## config.mk

```make
export PLATFORM = sky130hd
export DESIGN_NAME = regfile_wr_arbiter
export DESIGN_NICKNAME = d
export VERILOG_FILES = /design/src/rtl/regfile_wr_arbiter.sv
export SDC_FILE = /design/constraint.sdc
export NUM_CORES = 1
export LEC_CHECK = 0
export CAP_MARGIN = 0
export CORE_MARGIN = 3
export CORE_UTILIZATION = 35
export DETAILED_ROUTE_END_ITERATION = 10
export GPL_ROUTABILITY_DRIVEN = 1
export GPL_TIMING_DRIVEN = 0
export PLACE_DENSITY = 0.72
export SLEW_MARGIN = 20
export SYNTH_ARGS = -nofsm -noshare
export SYNTH_HDL_FRONTEND = slang
export SYNTH_SLANG_ARGS = --single-unit
```

## constraint.sdc

```tcl
create_clock -name clk -period 3.8 [get_ports clk]
set_clock_uncertainty 0.05 [all_clocks]
set_input_delay 1.14 -clock clk [delete_from_list [all_inputs] [get_ports clk]]
set_output_delay 1.14 -clock clk [all_outputs]
set_load 0.05 [all_outputs]
```

## src/rtl/regfile_wr_arbiter.sv

```systemverilog
// regfile_wr_arbiter: register-file write port sequencer; sweeps INIT_VAL into every register after reset, then round-robin arbitrates requesters a/b (valid/sel/data/ready) onto registered writeEn/writeRegSel/writeData, with init_done flagging the end of the sweep
module regfile_wr_arbiter #(
  parameter int NUM_REGS = 8,
  parameter int SEL_W = 3,
  parameter int DATA_W = 16,
  parameter logic [DATA_W-1:0] INIT_VAL = '0
) (
  input  logic              clk,
  input  logic              rst_n,
  input  logic              a_valid,
  input  logic [SEL_W-1:0]  a_sel,
  input  logic [DATA_W-1:0] a_data,
  output logic              a_ready,
  input  logic              b_valid,
  input  logic [SEL_W-1:0]  b_sel,
  input  logic [DATA_W-1:0] b_data,
  output logic              b_ready,
  output logic [SEL_W-1:0]  writeRegSel,
  output logic [DATA_W-1:0] writeData,
  output logic              writeEn,
  output logic              init_done
);
  typedef enum logic {INIT, RUN} state_t;
  localparam logic [SEL_W:0] last_cnt = (SEL_W+1)'(NUM_REGS - 1);
  state_t state;
  logic [SEL_W:0] cnt;
  logic last_b;
  logic run;
  assign run = state == RUN;
  assign a_ready = run & a_valid & (~b_valid | last_b);
  assign b_ready = run & b_valid & ~a_ready;
  assign init_done = run;
  always_ff @(posedge clk or negedge rst_n) begin
    if (!rst_n) begin
      state <= INIT;
      cnt <= '0;
      last_b <= 1'b1;
      writeEn <= 1'b0;
      writeRegSel <= '0;
      writeData <= '0;
    end else if (!run) begin
      writeEn <= 1'b1;
      writeRegSel <= cnt[SEL_W-1:0];
      writeData <= INIT_VAL;
      cnt <= cnt + 1'b1;
      if (cnt == last_cnt) state <= RUN;
    end else begin
      writeEn <= a_ready | b_ready;
      if (a_ready) begin
        writeRegSel <= a_sel;
        writeData <= a_data;
        last_b <= 1'b0;
      end else if (b_ready) begin
        writeRegSel <= b_sel;
        writeData <= b_data;
        last_b <= 1'b1;
      end
    end
  end
endmodule

```

# Word level (Yosys, flattened, before mapping)
# Index checks and enable logic that the tools add are counted.
# totals
output_inout_bits	23
reg_bits	26
# op_classes
bitwise	8
n_reduce_logical	2
addsub	1
n_eq_ne	2
muxes	11
# ops
operator	count
2-to-1 mux 16 bit	3
2-to-1 mux 3 bit	3
2-to-1 mux 1 bit	5
adder 4 x 1 -> 4 bit, second input constant	1
bitwise AND 1 bit	4
== test 4 x 3 -> 1 bit, second input constant	1
!= test 3 bit, second input constant	1
inverter 1 bit	2
OR 1 bit	2
AND reduction 2 bit	1
nonzero test 2 bit	1

# Longest topological paths before layout
# Gate-level depths: netlist of the first run.
# logic_depth
depth_word	8
mapped_depth	4

# Worst setup path after synthesis of the first run
# OpenSTA, ideal clock, no wires.
# synth_timing
kind	input-to-output
from	input port a_valid
to	output port b_ready
path_buffers	1
setup_slack_ns	0.223
t_required_ns	2.610
cell_stages	4
arrival_ns	2.387
path_cell_list	and2_1 -> and2_1 -> buf_2 -> nor2_1
# synth_via
elab_chain_cells	4
# synth_rtl
element	line	rtl
start: declaration	10	input logic a_valid,
bitwise AND 1 bit (2 in series)	30	assign a_ready = run & a_valid & (~b_valid | last_b);
named net a_ready	13	output logic a_ready,
inverter 1 bit	31	assign b_ready = run & b_valid & ~a_ready;
bitwise AND 1 bit	31	
end: declaration	17	output logic b_ready,
# The timed path passes the listed nets, and every way through them passes these cells.

# Final worst setup path of the first run
# layout_timing
from	input port b_valid
to	output port b_ready
# layout_via
elab_chain_cells	5
elab_cells_between_ends	6
# layout_rtl
element	line	rtl
start: declaration	14	input logic b_valid,
inverter 1 bit	30	
OR 1 bit	30	
bitwise AND 1 bit	30	
inverter 1 bit	31	
bitwise AND 1 bit *	31	
# Mark *: on every way between the ends. The rest lies on a longest branch, timed or not.

==> summary.md, run 1 <==
| Metric | Value |
|---|---|
| Wirelength per Cell | 15.4 um |
| Vias in the first global route | 1311 |
| Post-synthesis compound-gate area fraction | 0.167 |
| Via count | between 1000 and 1500 |
| Initial drt markers | between 60 and 70 |
| Final period util | 0.894 |
| Final setup viols | 0 |
| # H-tree levels | 1 |
| Layout Cells excl Fill | 250 |
| Clk root buf | clkbuf_4 |
| Layout area overhead | 56.8% |
| Post-place setup slack | -0.575 ns |
| Final min period | roughly 3.4 ns |
| Largest family of logic cells by synthesized area | simple AND/OR/NAND/NOR gates |
| Hold Crit Class | flip-flop to flip-flop |
| Global-route wire length before repair | about 6300 um |
| HPWL Detailed | 2880 um |
| Vias/cell | 5.24 |
| Final WL | around 3900 um |
| Clk sink count | 26 |
| Outcome | finished, final reports clean |
| DRC | 0 |
| TritonCTS clock tree | done |
| Inserted Clock Buffers | 3 |
| Worst-path clk slew | ~0.14 ns |
| Relative slew margins | 0.574 |
| Simple-gate area share of the yosys netlist | 0.238 |
| Tot GR Track Use | 0.187 |
| F_max | between 0.2 and 0.3 GHz |
| Area fraction of the dominant cell type after synthesis | 0.493 |
| Clk Latency, worst-skew pair | around 0.33 ns |
| Netlist Area Pre-Place | about 1300 um^2 |
| Mux cell area share after synthesis | 0.00887 |
| Cell count after synthesis | 136 |
| Die Span X | 66.2 um |
| Critical path required time | ~2.6 ns |
| Post-synth EDFFs | 0 |
| Leak pwr | 0.839 nW |
| Final hold vios | 0 |
| Placed cell areas | around 2000 um^2 |
| Setup ws final | 0.405 ns |
| Power Dens Cells | 360 nW/um^2 |
| DP Cell Count | 246 |
| Drt first pass iters | 4 |
| Post-Synth XOR/XNOR Area | 0.0207 |
| Initial antenna violation count | 0 |
| Share of layout cells above drive strength 1 | 0.0784 |
| Core Footprint | about 3400 um^2 |
| Nature of the critical path startpoint | input pin |
| Layout net count | 248 |
| Worst reg2reg startpoint | init_done |
| Main area contributors after synthesis | dfrtp_1, o311ai_1, nand2_1 |
| ANT nets after route | 0 |
| Die area | between 4000 and 5000 um^2 |
| Hold Buf Count CTS | 0 |
| Site Rows | 21 |
| Clock Path Buffers | 2 |
| Worst-path fanout max | 10 |
| Sequential fraction of the synthesis area | 0.513 |
| Main synth FF type | dfrtp_1 |
| Diodes inserted | 0 |
| Maximum vdd drop | around 0.00019 V |
| Port Buffer Count | between 60 and 70 |
| Final GP Congestion | ~0.81 |
| Number of max-slew violations in the final report | 0 |
| Ports | 65 |
| Min-delay src | cnt[3] |
| Remaining global-route overflow | 0 |
| Initial core utilization | 0.372 |
| Flops & latches, synth | 26 |
| Synth warn | 0 |
| Leading area contributor after synthesis | dfrtp_1 |
| Die Height | between 60 and 70 um |
| Post-synthesis adder-cell area fraction | 0.00985 |
| Critical path class | input pin to primary output |
| Max Cap Violations | 0 |
| Largest net degree at the start of global routing | 27 |
| Critical path endpoint category | primary output |
| Syn Area/Cell | about 9.3 um^2 |
| Crit path from | b_valid |
| Async set or reset register ratio after synthesis | 1.00 |
| Cell variety after synth | 22 |
| RSZ-0062 raised after global routing | no |
| Design Area, Final | between 1500 and 2000 um^2 |
| Slew @ Worst Pin | between 0.6 and 0.7 ns |
| Syn_nets | 179 |
| Critical Path AT | about 2.2 ns |
## what timing repair did
| item | in CTS | in global routing |
|---|---|---|
| buffers inserted | 0 | 0 |
| setup endpoints to repair | 2 | 2 |
| resized for setup | 12 | 3 |
## flip-flops by register name, summed over array words and instances (netlist names)
name         count
writeRegSel      3
init_done        1
cnt              4
writeEn          1
last_b           1
writeData       16
## path summary, 6_finish.rpt
check / endpoint / slack [ns] / cells past startpoint
min in group asynchronous: writeData[6] / 0.74 / 1
max in group asynchronous: writeData[1] / 2.58 / 1
worst min-delay path: cnt[3] / 0.44 / 1
worst max-delay path: b_ready / 0.40 / 6
worst max register to register: writeData[6] / 2.12 / 4
worst min register to register: cnt[3] / 0.44 / 1
## per-layer routing
| metal | GRT usage | wire (um) |
|---|---|---|
| met1 | 0.233 | 1620 |
| met2 | 0.315 | 1930 |
| met3 | 0.0408 | 251 |
| met4 | 0.0685 | 55 |
| met5 | 0 | 0 |
## synth_stat cells (2+ instances only)
cell type   n
nand2_1    35
dfrtp_1    25
nand3_1    21
o311ai_1   16
buf_2       6
clkbuf_1    5
a21oi_1     4
o211ai_1    4
nor2b_1     3
xnor2_1     3
and2_1      2
nand2b_1    2
## metrics by stage
step           power, mW  setup TNS (ns)  hold slack, ns  utilization
2_1_floorplan      0.478               0           0.396            -
3_3_place_gp       0.597           -1.09           0.412        0.576
3_5_place_dp       0.601           -1.14           0.421        0.575
4_1_cts            0.719               0           0.443        0.581
5_1_grt            0.753               0           0.470        0.583
6_report           0.718               0           0.438        0.583
## area by class of cell
cell class / count / area, um^2
Buffer: 11 / 51.3
Clock buffer: 4 / 26.3
Fill cell: 311 / 1420
Inverter: 1 / 3.75
Multi-Input combinational cell: 98 / 566
Sequential cell: 26 / 652
Tap cell: 46 / 57.6
Timing Repair Buffer: 64 / 636
## power breakdown
part	internal, mW	switching (mW)	total, mW
Combinational	0.108	0.165	0.273
Sequential	0.305	0.0157	0.321
Clock	0.0413	0.0829	0.124
Total	0.455	0.263	0.718
## critical path: stages
cell and delay [ns]:
dlymetal6s2s_1 0.25, nand2b_1 0.13, and2_1 0.18, clkbuf_4 0.18
nor2_1 0.12, buf_4 0.20
## layout by cell type, fill, tap and decap left out
cell type / instances
clkdlybuf4s50_1: 59
nand2_1: 35
dfrtp_1: 25
nand3_1: 21
o311ai_1: 16
buf_2: 6
clkbuf_1: 6
clkbuf_4: 4
o211ai_1: 4
a21oi_1: 4
nor2b_1: 3
xnor2_1: 3
and2_1: 2
nand2b_1: 2
dlymetal6s2s_1: 2
buf_4: 2
nor3b_2: 1
inv_1: 1
nor2_1: 1
o21bai_1: 1
nor2_2: 1
a31oi_1: 1
a211o_1: 1
mux2_2: 1
ha_1: 1
dfstp_2: 1
## logic make-up after synthesis
kind of cell	after synthesis
and+or+nand+nor	66
adders and majority gates	1
muxes	1
xor gates and xnor gates	3
AOI/OAI and AO/OA	27
buffers and inverters	12
DFF	26
Note: power is estimated with default switching activity, not from simulation.
==> run 2, diff against run 1 <==
--- a/config.mk
+++ b/config.mk
@@ -11,7 +11,7 @@
 export DETAILED_ROUTE_END_ITERATION = 10
 export GPL_ROUTABILITY_DRIVEN = 1
 export GPL_TIMING_DRIVEN = 0
-export PLACE_DENSITY = 0.72
+export PLACE_DENSITY = 0.82
 export SLEW_MARGIN = 20
 export SYNTH_ARGS = -nofsm -noshare
 export SYNTH_HDL_FRONTEND = slang
==> run 2 against run 1 <==
Compared with the run above:
- via count about the same
- flip-flop and latch count stayed put
- register-to-register slack improved by 0.03 ns
- highest routed layer unchanged
==> summary.md, run 2 (synthesized netlist as in run 1, its figures left out) <==
| Metric | Value |
|---|---|
| Outcome | finished, final reports clean |
| Most common cell after layout, fill and taps aside | clkdlybuf4s50_1 |
| Max stage delay on crit path | 0.38 ns (+0.13 ns) |
| Final WL | 3680 um (-4.5%) |
| Wirelength per Cell | 14.7 um (-4.5%) |
| Ports | 65 (unchanged) |
| Max Cap Violations | 0 (unchanged) |
| DRC | 0 (unchanged) |
| Layout area overhead | 56.8% (unchanged) |
| Final min period | 3.54 ns (+0.140 ns) |
| Remaining global-route overflow | 0 (unchanged) |
| Vias in the first global route | 1390 (+6.0%) |
| Final period util | 0.930 (+0.0369) |
| Share of layout cells above drive strength 1 | 0.0833 (+0.00490) |
| # H-tree levels | 1 (unchanged) |
| Pwr Total | 0.734 mW (+2.2%) |
| Critical path endpoint category | primary output |
| Maximum vdd drop | 0.000161 V (-16%) |
| Drt first pass iters | 4 (unchanged) |
| Initial core utilization | 0.372 (unchanged) |
| Layout net count | 248 (unchanged) |
| Number of max-slew violations in the final report | 0 (unchanged) |
| Worst-path fanout max | 10 (unchanged) |
| Vias/cell | 5.23 (about the same) |
| Slowest CP cell | dlygate4sd2_1 |
| Die Height | 66.2 um (unchanged) |
| Via count | 1308 (-0.076%) |
| Die Span X | 66.2 um (unchanged) |
| Worst hold margin | 0.449 ns (+0.0103 ns) |
| HPWL Detailed | 2670 um (-7.3%) |
| Largest regs | writeData x16, cnt x4, writeRegSel x3 |
| Largest net degree at the start of global routing | 27 (unchanged) |
| Hold Crit Class | flip-flop to flip-flop |
| Slew @ Worst Pin | 0.651 ns (+0.0150 ns) |
| Fillers | 316 (+1.6%) |
| Worst-path clk slew | 0.15 ns (about the same) |
| ANT nets after route | 0 (unchanged) |
| Final Util | 0.583 (unchanged) |
| Top reg by flops | writeData |
| Final setup TNS | 0 ns (unchanged) |
| Site Rows | 21 (unchanged) |
| Die area | 4390 um^2 (unchanged) |
| TritonCTS clock tree | done |
| Tot GR Track Use | 0.181 (-0.00591) |
| Leak pwr | 0.829 nW (-1.2%) |
| Relative slew margins | 0.564 (-0.0100) |
| Clk Latency, worst-skew pair | 0.32 ns (about the same) |
| Diodes inserted | 0 (unchanged) |
| Critical Path AT | 2.35 ns (+0.14 ns) |
| Design Area, Final | 1990 um^2 (unchanged) |
| Initial drt markers | 60 (-9.1%) |
| Placed cell areas | 1960 um^2 (unchanged) |
| Inserted Clock Buffers | 3 (unchanged) |
| Clk sink count | 26 (unchanged) |
| Critical path required time | 2.61 ns (about the same) |
| Critical path class | input pin to primary output |
| Most frequent cells in the layout | clkdlybuf4s50_1, nand2_1, dfrtp_1, nand3_1, o311ai_1 |
| Largest register FFs | 16 (unchanged) |
| Crit path cell chain | dlygate4sd2_1 -> nand2b_1 -> and2_1 -> buf_2 -> nor2_1 -> buf_4 |
| Clk root buf | clkbuf_4 |
| Port Buffer Count | 64 (unchanged) |
| Global-route wire length before repair | 6320 um (+0.56%) |
| Core Footprint | 3420 um^2 (unchanged) |
| Clock Path Buffers | 2 (unchanged) |
| Final setup viols | 0 (unchanged) |
| Final GP Congestion | 0.703 (-13%) |
| Power Dens Cells | 369 nW/um^2 (+2.2%) |
| Initial antenna violation count | 0 (unchanged) |
| Nature of the critical path startpoint | input pin |
| Final hold vios | 0 (unchanged) |
| RSZ-0062 raised after global routing | no |
| F_max | 0.283 GHz (-4.0%) |
==> run 2: changes by cell type in the layout (fill, tap and decap cells not counted) <==
cell / before / now
dlymetal6s2s_1: 2 / 0
clkbuf_4: 4 / 3
clkbuf_8: 0 / 1
buf_2: 6 / 7
dlygate4sd2_1: 0 / 2
clkbuf_1: 6 / 5
==> run 2: cell type report <==
cell class	count	area (um^2)	share of cell area
plain buffers	11	48.8	0.0245
well taps	46	57.6	0.0289
flip-flops and latches	26	652	0.327
clock buffers	4	36.3	0.0182
repair buffers	64	628	0.315
multi-input cells	98	566	0.284
inverters	1	3.75	0.00188
==> run 2: worst paths after layout <==
path | slack [ns] | end | from | cells past startpoint
min reg2reg | 0.45 | writeData[0] | writeData[0] | 2
max in group asynchronous | 2.57 | cnt[2] | rst_n | 1
min in group asynchronous | 0.75 | writeData[8] | rst_n | 1
min | 0.45 | writeData[0] | writeData[0] | 2
max reg2reg | 2.15 | writeData[3] | init_done | 4
max | 0.26 | b_ready | b_valid | 6
==> run 2: layer usage <==
layer | track usage | wire length [um] | part of all wire | up-vias
met1 | 0.226 | 1580 | 0.43 | 627
met2 | 0.325 | 1820 | 0.50 | 49
li1 | - | - | - | 630
met5 | 0 | 0 | 0 | -
met3 | 0.0357 | 272 | 0.074 | 2
met4 | 0.0305 | 9 | 0.0024 | 0
==> run 2: repair_timing <==
action / CTS / global route
endpoints found under the setup margin: 2 / 0
gates resized for setup: 14 / 0
setup buffers: 0 / 0
hold buffers: 0 / 0
==> run 2: power by group <==
group | leakage [nW] | total, mW | internal [mW] | switching, mW
logic | 0.501 | 0.271 | 0.107 | 0.164
registers | 0.307 | 0.319 | 0.305 | 0.0143
clock network | 0.0210 | 0.144 | 0.0586 | 0.0849
total | 0.829 | 0.734 | 0.471 | 0.263
==> run 2: worst max-delay path, delay by kind of cell <==
kind                   cells  cell delay (ns)
buffers and inverters      3             0.77
and+or+nand+nor            3             0.43
==> run 2: per-stage QoR <==
| stage | setup WS, ns | cells |
|---|---|---|
| 2_1_floorplan | 0.223 | 136 |
| 4_1_cts | 0.269 | 250 |
| 6_report | 0.264 | 250 |
| 3_3_place_gp | -0.578 | 246 |
| 3_5_place_dp | -0.585 | 246 |
| 5_1_grt | 0.168 | 250 |
==> run 3, diff against run 2 <==
--- a/config.mk
+++ b/config.mk
@@ -5,11 +5,11 @@
 export SDC_FILE = /design/constraint.sdc
 export NUM_CORES = 1
 export LEC_CHECK = 0
-export CAP_MARGIN = 0
+export CAP_MARGIN = 15
 export CORE_MARGIN = 3
 export CORE_UTILIZATION = 35
 export DETAILED_ROUTE_END_ITERATION = 10
-export GPL_ROUTABILITY_DRIVEN = 1
+export GPL_ROUTABILITY_DRIVEN = 0
 export GPL_TIMING_DRIVEN = 0
 export PLACE_DENSITY = 0.82
 export SLEW_MARGIN = 20
==> results of run 3 <==
Final layout, timing and power as in run 2 (identical DEF).
